--- config.mk ---
export PLATFORM = sky130hd
export DESIGN_NAME = imem_loader_flat
export DESIGN_NICKNAME = d
export VERILOG_FILES = /design/src/rtl/imem_loader_pkg.sv /design/src/rtl/imem_loader_if.sv /design/src/rtl/imem_loader_byte_word_assembler.sv /design/src/rtl/imem_loader.sv /design/src/flat_wrapper.sv
export SDC_FILE = /design/constraint.sdc
export NUM_CORES = 1
export LEC_CHECK = 0
export ABC_CLOCK_PERIOD_IN_PS = 2300
export CAP_MARGIN = 40
export CORE_UTILIZATION = 53
export CTS_BUF_LIST = sky130_fd_sc_hd__clkbuf_8
export DETAILED_ROUTE_END_ITERATION = 16
export PLACE_DENSITY = 0.89
export SYNTH_ARGS = -nofsm -noshare
export SYNTH_HDL_FRONTEND = slang
export SYNTH_SLANG_ARGS = --single-unit
export TNS_END_PERCENT = 5
--- constraint.sdc ---
create_clock -name clk -period 2.3 [get_ports clk]
set_input_delay 0.46 -clock clk [delete_from_list [all_inputs] [get_ports clk]]
set_output_delay 0.46 -clock clk [all_outputs]
set_load 0.005 [all_outputs]
--- src/rtl/imem_loader_pkg.sv ---
// imem_loader_pkg: shared types and constants for the IMEM loader.
//   state_e        : loader FSM states (CSUM is only reached when
//                    IMEM_LOADER_CSUM_EN is defined)
//   HDR_BYTES      : number of header bytes (little-endian word count)
//   BYTES_PER_WORD : payload bytes per 32-bit IMEM word
package imem_loader_pkg;

  typedef enum logic [2:0] {
    HDR_LO = 3'd0,
    HDR_HI = 3'd1,
    DATA   = 3'd2,
    CSUM   = 3'd3,
    DONE   = 3'd4,
    ERR    = 3'd5
  } state_e;

  localparam int HDR_BYTES      = 2;
  localparam int BYTES_PER_WORD = 4;

endpackage

--- src/rtl/imem_loader_if.sv ---
// imem_loader_if: bundles the byte stream, IMEM write port and status
// signals of the loader.
//   master : the loader (consumes start/in_valid/in_data, drives the rest)
//   slave  : the surrounding system (byte source, IMEM, core reset logic)
// Parameter AW is the IMEM word-address width.
interface imem_loader_if #(
  parameter int AW = 7
);
  logic          start;
  logic          in_valid;
  logic [7:0]    in_data;
  logic          in_ready;
  logic          imem_we;
  logic [AW-1:0] imem_waddr;
  logic [31:0]   imem_wdata;
  logic          core_hold;
  logic          done;
  logic          error;
  logic [15:0]   words_loaded;

  modport master (
    input  start, in_valid, in_data,
    output in_ready, imem_we, imem_waddr, imem_wdata,
           core_hold, done, error, words_loaded
  );

  modport slave (
    output start, in_valid, in_data,
    input  in_ready, imem_we, imem_waddr, imem_wdata,
           core_hold, done, error, words_loaded
  );
endinterface

--- src/rtl/imem_loader_byte_word_assembler.sv ---
// byte_word_assembler: collects 4 bytes (little-endian, first byte into
// bits [7:0]) into a 32-bit word and emits a one-cycle o_word_valid pulse
// in the cycle after the 4th byte is accepted.
// Ports:
//   clk, reset     : clock, synchronous active-high reset
//   i_clear        : restart at byte lane 0, drop any pending pulse
//   i_byte_valid   : accept i_byte_data this cycle
//   i_byte_data    : byte payload
//   o_byte_idx     : lane the next accepted byte lands in
//   o_word_valid   : one-cycle pulse, o_word holds the assembled word
//   o_word         : last assembled word (held until the next one)
module byte_word_assembler
  import imem_loader_pkg::*;
(
  input  logic        clk,
  input  logic        reset,
  input  logic        i_clear,
  input  logic        i_byte_valid,
  input  logic [7:0]  i_byte_data,
  output logic [1:0]  o_byte_idx,
  output logic        o_word_valid,
  output logic [31:0] o_word
);

  localparam logic [1:0] LAST_LANE = 2'(BYTES_PER_WORD - 1);

  logic [1:0]  r_byte_idx;
  logic        r_word_valid;
  logic [31:0] r_word;
  logic [7:0]  r_lane [BYTES_PER_WORD-1];

  // Lower lanes are parked here; the top lane goes straight into r_word.
  genvar gi;
  generate
    for (gi = 0; gi < BYTES_PER_WORD - 1; gi++) begin : g_lane
      always_ff @(posedge clk) begin
        if (reset) begin
          r_lane[gi] <= 8'h00;
        end else if (i_byte_valid && !i_clear && r_byte_idx == 2'(gi)) begin
          r_lane[gi] <= i_byte_data;
        end
      end
    end
  endgenerate

  always_ff @(posedge clk) begin
    if (reset) begin
      r_byte_idx   <= 2'd0;
      r_word_valid <= 1'b0;
      r_word       <= 32'h0;
    end else if (i_clear) begin
      r_byte_idx   <= 2'd0;
      r_word_valid <= 1'b0;
    end else begin
      r_word_valid <= 1'b0;
      if (i_byte_valid) begin
        if (r_byte_idx == LAST_LANE) begin
          r_byte_idx   <= 2'd0;
          r_word_valid <= 1'b1;
          r_word       <= {i_byte_data, r_lane[2], r_lane[1], r_lane[0]};
        end else begin
          r_byte_idx <= r_byte_idx + 2'd1;
        end
      end
    end
  end

  assign o_byte_idx   = r_byte_idx;
  assign o_word_valid = r_word_valid;
  assign o_word       = r_word;

endmodule

--- src/rtl/imem_loader.sv ---
// imem_loader: fills instruction memory from a byte stream and holds the
// core in reset until the load completes.
// Frame: 2-byte little-endian word count N, then N little-endian words.
// Ports:
//   clk, reset : clock, synchronous active-high reset
//   bus        : imem_loader_if.master (start, byte stream, IMEM write
//                port, core_hold/done/error status, words_loaded)
// Optional build macro IMEM_LOADER_CSUM_EN: adds an XOR checksum trailer
// byte checked in state CSUM before DONE.
module imem_loader
  import imem_loader_pkg::*;
#(
  parameter int IMEM_SIZE = 128,
  parameter int AW        = $clog2(IMEM_SIZE)
) (
  input logic          clk,
  input logic          reset,
  imem_loader_if.master bus
);

`ifdef IMEM_LOADER_CSUM_EN
  localparam state_e END_STATE = CSUM;
`else
  localparam state_e END_STATE = DONE;
`endif

  state_e        r_state, w_state_next;
  logic [7:0]    r_n_lo;
  logic [15:0]   r_n;
  logic [15:0]   r_words_loaded;
  logic [AW-1:0] r_waddr;

  logic          w_in_ready, w_xfer, w_rearm;
  logic          w_done, w_error, w_core_hold;
  logic [15:0]   w_n_full;
  logic [1:0]    w_byte_idx;
  logic          w_data_xfer, w_last_byte, w_last_word;
  logic          w_word_valid;
  logic [31:0]   w_word;

  assign w_xfer      = bus.in_valid & w_in_ready;
  assign w_rearm     = bus.start & ((r_state == DONE) | (r_state == ERR));
  assign w_n_full    = {bus.in_data, r_n_lo};
  assign w_data_xfer = (r_state == DATA) & w_xfer;
  assign w_last_byte = w_data_xfer & (w_byte_idx == 2'(BYTES_PER_WORD - 1));
  // The word now completing is word index r_words_loaded.
  assign w_last_word = ((r_words_loaded + 16'd1) == r_n);

  always_ff @(posedge clk) begin
    if (reset) begin
      r_state <= HDR_LO;
    end else begin
      r_state <= w_state_next;
    end
  end

  always_comb begin
    w_state_next = r_state;
    w_in_ready   = 1'b0;
    w_done       = 1'b0;
    w_error      = 1'b0;
    w_core_hold  = 1'b1;
    case (r_state)
      HDR_LO: begin
        w_in_ready = 1'b1;
        if (w_xfer) w_state_next = HDR_HI;
      end
      HDR_HI: begin
        w_in_ready = 1'b1;
        if (w_xfer) begin
          if (w_n_full == 16'd0)                 w_state_next = END_STATE;
          else if (w_n_full > 16'(IMEM_SIZE))    w_state_next = ERR;
          else                                   w_state_next = DATA;
        end
      end
      DATA: begin
        w_in_ready = 1'b1;
        if (w_last_byte && w_last_word) w_state_next = END_STATE;
      end
      CSUM: begin
`ifdef IMEM_LOADER_CSUM_EN
        w_in_ready = 1'b1;
        if (w_xfer) w_state_next = (bus.in_data == r_csum) ? DONE : ERR;
`else
        w_state_next = ERR;
`endif
      end
      DONE: begin
        w_done      = 1'b1;
        w_core_hold = 1'b0;
        if (bus.start) w_state_next = HDR_LO;
      end
      ERR: begin
        w_error = 1'b1;
        if (bus.start) w_state_next = HDR_LO;
      end
      default: w_state_next = HDR_LO;
    endcase
  end

  // Word count doubles as the word index of the next IMEM write.
  always_ff @(posedge clk) begin
    if (reset) begin
      r_n_lo         <= 8'h00;
      r_n            <= 16'h0;
      r_words_loaded <= 16'h0;
      r_waddr        <= '0;
    end else if (w_rearm) begin
      r_words_loaded <= 16'h0;
    end else begin
      if (r_state == HDR_LO && w_xfer) r_n_lo <= bus.in_data;
      if (r_state == HDR_HI && w_xfer) r_n    <= w_n_full;
      if (w_last_byte) begin
        r_waddr        <= r_words_loaded[AW-1:0];
        r_words_loaded <= r_words_loaded + 16'd1;
      end
    end
  end

`ifdef IMEM_LOADER_CSUM_EN
  logic [7:0] r_csum;

  always_ff @(posedge clk) begin
    if (reset || w_rearm) begin
      r_csum <= 8'h00;
    end else if (w_xfer && (r_state == HDR_LO || r_state == HDR_HI || r_state == DATA)) begin
      r_csum <= r_csum ^ bus.in_data;
    end
  end
`endif

  byte_word_assembler u_asm (
    .clk          (clk),
    .reset        (reset),
    .i_clear      (w_rearm),
    .i_byte_valid (w_data_xfer),
    .i_byte_data  (bus.in_data),
    .o_byte_idx   (w_byte_idx),
    .o_word_valid (w_word_valid),
    .o_word       (w_word)
  );

  assign bus.in_ready     = w_in_ready;
  assign bus.imem_we      = w_word_valid;
  assign bus.imem_waddr   = r_waddr;
  assign bus.imem_wdata   = w_word;
  assign bus.core_hold    = w_core_hold;
  assign bus.done         = w_done;
  assign bus.error        = w_error;
  assign bus.words_loaded = r_words_loaded;

endmodule

--- src/flat_wrapper.sv ---
// flat-port wrapper written by rule: the top's interface ports become plain ports
module imem_loader_flat import imem_loader_pkg::*;
#(
  parameter int IMEM_SIZE = 128,
  parameter int AW        = $clog2(IMEM_SIZE)
)
  (clk, reset, bus_start, bus_in_valid, bus_in_data, bus_in_ready, bus_imem_we, bus_imem_waddr, bus_imem_wdata, bus_core_hold, bus_done, bus_error, bus_words_loaded);
  imem_loader_if #(.AW(AW)) bus_i ();
  input logic clk;
  input logic reset;
  input wire logic [$bits(bus_i.start)-1:0] bus_start;
  input wire logic [$bits(bus_i.in_valid)-1:0] bus_in_valid;
  input wire logic [$bits(bus_i.in_data)-1:0] bus_in_data;
  output wire logic [$bits(bus_i.in_ready)-1:0] bus_in_ready;
  output wire logic [$bits(bus_i.imem_we)-1:0] bus_imem_we;
  output wire logic [$bits(bus_i.imem_waddr)-1:0] bus_imem_waddr;
  output wire logic [$bits(bus_i.imem_wdata)-1:0] bus_imem_wdata;
  output wire logic [$bits(bus_i.core_hold)-1:0] bus_core_hold;
  output wire logic [$bits(bus_i.done)-1:0] bus_done;
  output wire logic [$bits(bus_i.error)-1:0] bus_error;
  output wire logic [$bits(bus_i.words_loaded)-1:0] bus_words_loaded;
  assign bus_i.start = bus_start;
  assign bus_i.in_valid = bus_in_valid;
  assign bus_i.in_data = bus_in_data;
  assign bus_in_ready = bus_i.in_ready;
  assign bus_imem_we = bus_i.imem_we;
  assign bus_imem_waddr = bus_i.imem_waddr;
  assign bus_imem_wdata = bus_i.imem_wdata;
  assign bus_core_hold = bus_i.core_hold;
  assign bus_done = bus_i.done;
  assign bus_error = bus_i.error;
  assign bus_words_loaded = bus_i.words_loaded;
  imem_loader #(.IMEM_SIZE(IMEM_SIZE), .AW(AW)) u_core (.clk(clk), .reset(reset), .bus(bus_i));
endmodule
==> results.tsv, run 1 <==
stage	metric	value	unit
place	gpl congestion	0.929	
grt	All-Layer GR Usage	0.262	
timing	RSZ-0062 raised after global routing	false	
floorplanning	chip width	95.9	µm
timing	total negative slack	0	ps
cts	hold buffers post-CTS	0	
power	total power	3.29	mW
yosys	Post-Synth Adder-Cell Area	0.0161	
yosys	Syn Nets	558	
critical_path	WP data arrival	2440	ps
critical_path	Critical Path Fanout Max	5	
cts	H-tree Lvls	3	
cells_and_area	nets@finish	637	
floorplanning	Die Footprint	9200	µm²
yosys	top_reg_cell synth	dfxtp_1	
power	peak supply drop	0.301	mV
power	Static Leak	2.15	nW
cts	# clock sinks	109	
timing	Final Hold Viols	0	
route	DR vias/cell	5.67	
yosys	synthesis-stage register bit count	109	
timing	Setup violations, final	0	
yosys	post-synthesis cell area	4670	µm²
place	HPWL Detailed	7920	µm
yosys	main combinational cell family by area after synthesis	simple AND/OR/NAND/NOR gates	
yosys	average cell area after synthesis	8.66	µm²
timing	Pins Over Slew Limit	0	
cells_and_area	Finished Layout Cells	729	
cts	Clock Root Buffer	clkbuf_8	
critical_path	Setup crit start kind	flip-flop	
grt	via count of the first global-routing pass	3893	
min_path	Hold Crit Start	bus_imem_wdata[18]$_SDFFE_PP0P_	
route	Detailed Route WL	11300	µm
cts	CTS tree	done	
floorplanning	Initial Util	0.558	
grt	largest net degree at the start of global routing	47	
timing	worst setup margin	134	ps
power	power density over the cells	568	nW/µm²
yosys	commonest cells in the netlist	nand2_1 (139), dfxtp_1 (85), a21oi_1 (76)	
yosys	largest cells by area after synthesis	dfxtp_1 (36%), edfxtp_1 (15%), nand2_1 (11%), a21oi_1 (8.1%), xnor2_1 (4.1%)	
route	DR vias	4137	
min_path	worst hold path type	reg2reg	
yosys	post-synth top area share	0.364	
floorplanning	Cell Rows	33	
cts	CTS Buffer Depth	2	
cells_and_area	layout cells sized above 1	0.0881	
yosys	Unique masters post-synth	43	
yosys	number of synthesized flops with an enable pin	24	
cts	Setup Buffers After CTS	0	
critical_path	Critical Path Source	u_core.bus.words_loaded[1]$_SDFFE_PP0P_	
route	Routed Antenna Nets	0	
cts	Reg clk slew, reported paths	100	ps
job	max-cap viol count	0	
yosys	most numerous cell in the Yosys netlist	nand2_1	
yosys	Synth Instances	540	
critical_path	kind of end point of the critical path	flip-flop	
cts	Num CTS Buffers	9	
timing	fin crit period	2170	ps
floorplanning	Die Y	95.9	µm
place	pre-CTS setup slack	-246	ps
cells_and_area	number of diodes	0	
yosys	Synth Area in XOR/XNOR	0.0600	
grt	grt total ovfl	0	
floorplanning	Core ar.	8380	µm²
route	DR pass1 iterations	5	
yosys	post-synthesis sequential area ratio	0.518	
critical_path	Crit Reg-Reg Startpoint	u_core.bus.words_loaded[1]$_SDFFE_PP0P_	
critical_path	CP Class	reg2reg	
yosys	synth warn	0	
cts	# resized after CTS	0	
yosys	Post-Synth Simple-Gate Area	0.251	
timing	Tightest Pin Transition	602	ps
yosys	multiplexer share of the synthesized area	0.00428	
floorplanning	IO Pins	72	
timing	Tcrit/Tclk final	0.942	
yosys	compound-cell area share of the yosys netlist	0.112	
place	IO Port Bufs	71	
yosys	leading area contributor after synthesis	dfxtp_1	
place	Post-Place Cells	713	
grt	antenna violations before repair	0	
critical_path	Worst EP required	2580	ps
timing	Worst slew margin	0.599	
route	Residual DRC	0	
grt	first-pass GRT wire length	18300	µm
timing	fmax	462	MHz
cts	worst skew pair latency	380	ps
cells_and_area	area delta synth->final	23.8	%
route	DRT iter0 DRCs	326	
route	wire length per cell	15.5	µm
yosys	asr flop ratio synth	0	
status	outcome	completed	
timing	Final Skew	11.5	ps
[worst max-delay path, stage by stage, from the launching register on]
cell,delay [ps]
dfxtp_1,440
ha_1,260
and3_1,320
xnor2_1,190
mux2i_1,110
nor4_1,340
o2111ai_1,220
a21o_1,200
[metal layers]
layer / share of wire / vias to the layer above / track usage
met1: 0.40 / 1936 / 0.320
met5: 0 / - / 0
met4: 0.018 / 0 / 0.106
li1: - / 1982 / -
met3: 0.066 / 20 / 0.0442
met2: 0.51 / 199 / 0.460
[per-stage QoR]
stage	util	hold slack (ps)	instance area, µm²
2_1_floorplan	-	440	4670
3_3_place_gp	0.668	444	5600
3_5_place_dp	0.669	447	5610
4_1_cts	0.690	462	5790
5_1_grt	0.690	489	5790
6_report	0.690	458	5790
[logic make-up after synthesis]
kind of cell / count (synthesis)
compound gates: 97
simple gates: 252
xor+xnor: 32
flops: 109
fa+ha+maj: 6
buf+inv: 42
mux: 2
[layout make-up]
cell class / instances / area [µm²]
Tap cell: 105 / 131
Clock inverter: 7 / 53.8
Inverter: 5 / 18.8
Sequential cell: 109 / 2420
Multi-Input combinational cell: 389 / 2070
Fill cell: 643 / 2600
Clock buffer: 9 / 124
Timing Repair Buffer: 105 / 961
[power breakdown]
part / switching (mW) / total (mW) / internal, mW
Combinational: 0.116 / 0.191 / 0.0752
Clock: 0.681 / 1.09 / 0.410
Sequential: 0.0206 / 2.01 / 1.98
Total: 0.817 / 3.29 / 2.47
[flip-flops by register name, summed over array words and instances, names as in the netlist]
register and cells:
bus_imem_wdata 24, u_core.bus.imem_waddr 7, u_core.bus.words_loaded 16, u_core.r_n 16, u_core.r_n_lo 8, u_core.r_state 3
u_core.u_asm.o_byte_idx 2, u_core.u_asm.o_word 8, u_core.u_asm.o_word_valid 1, u_core.u_asm.r_lane 24
[worst paths after layout]
check             slack (ps)                              end  cells past startpoint
setup / recovery         130   u_core.r_state[1]$_SDFFE_PP0P_                      7
setup reg to reg         130   u_core.r_state[1]$_SDFFE_PP0P_                      7
hold reg to reg          460  bus_imem_wdata[18]$_SDFFE_PP0P_                      2
hold / removal           460  bus_imem_wdata[18]$_SDFFE_PP0P_                      2
[cells in the final DEF, fill, tap and decap left out, types with 10 or more instances in the layout]
master and instances:
clkdlybuf4s50_1 70, xnor2_1 22, and3_1 28, nand2_1 139
buf_4 34, dfxtp_1 85, nor3_1 11, xor2_1 10
a21oi_1 76, edfxtp_1 24, nor2_1 28
Note: power is estimated with default switching activity, not from simulation.
==> run 2: changes to the inputs <==
--- a/config.mk
+++ b/config.mk
@@ -11,6 +11,7 @@
 export CTS_BUF_LIST = sky130_fd_sc_hd__clkbuf_8
 export DETAILED_ROUTE_END_ITERATION = 16
 export PLACE_DENSITY = 0.89
+export SKIP_CTS_REPAIR_TIMING = 1
 export SYNTH_ARGS = -nofsm -noshare
 export SYNTH_HDL_FRONTEND = slang
 export SYNTH_SLANG_ARGS = --single-unit
==> results of run 2 <==
Same layout as run 1: the final DEF is identical, and so are final timing and power.
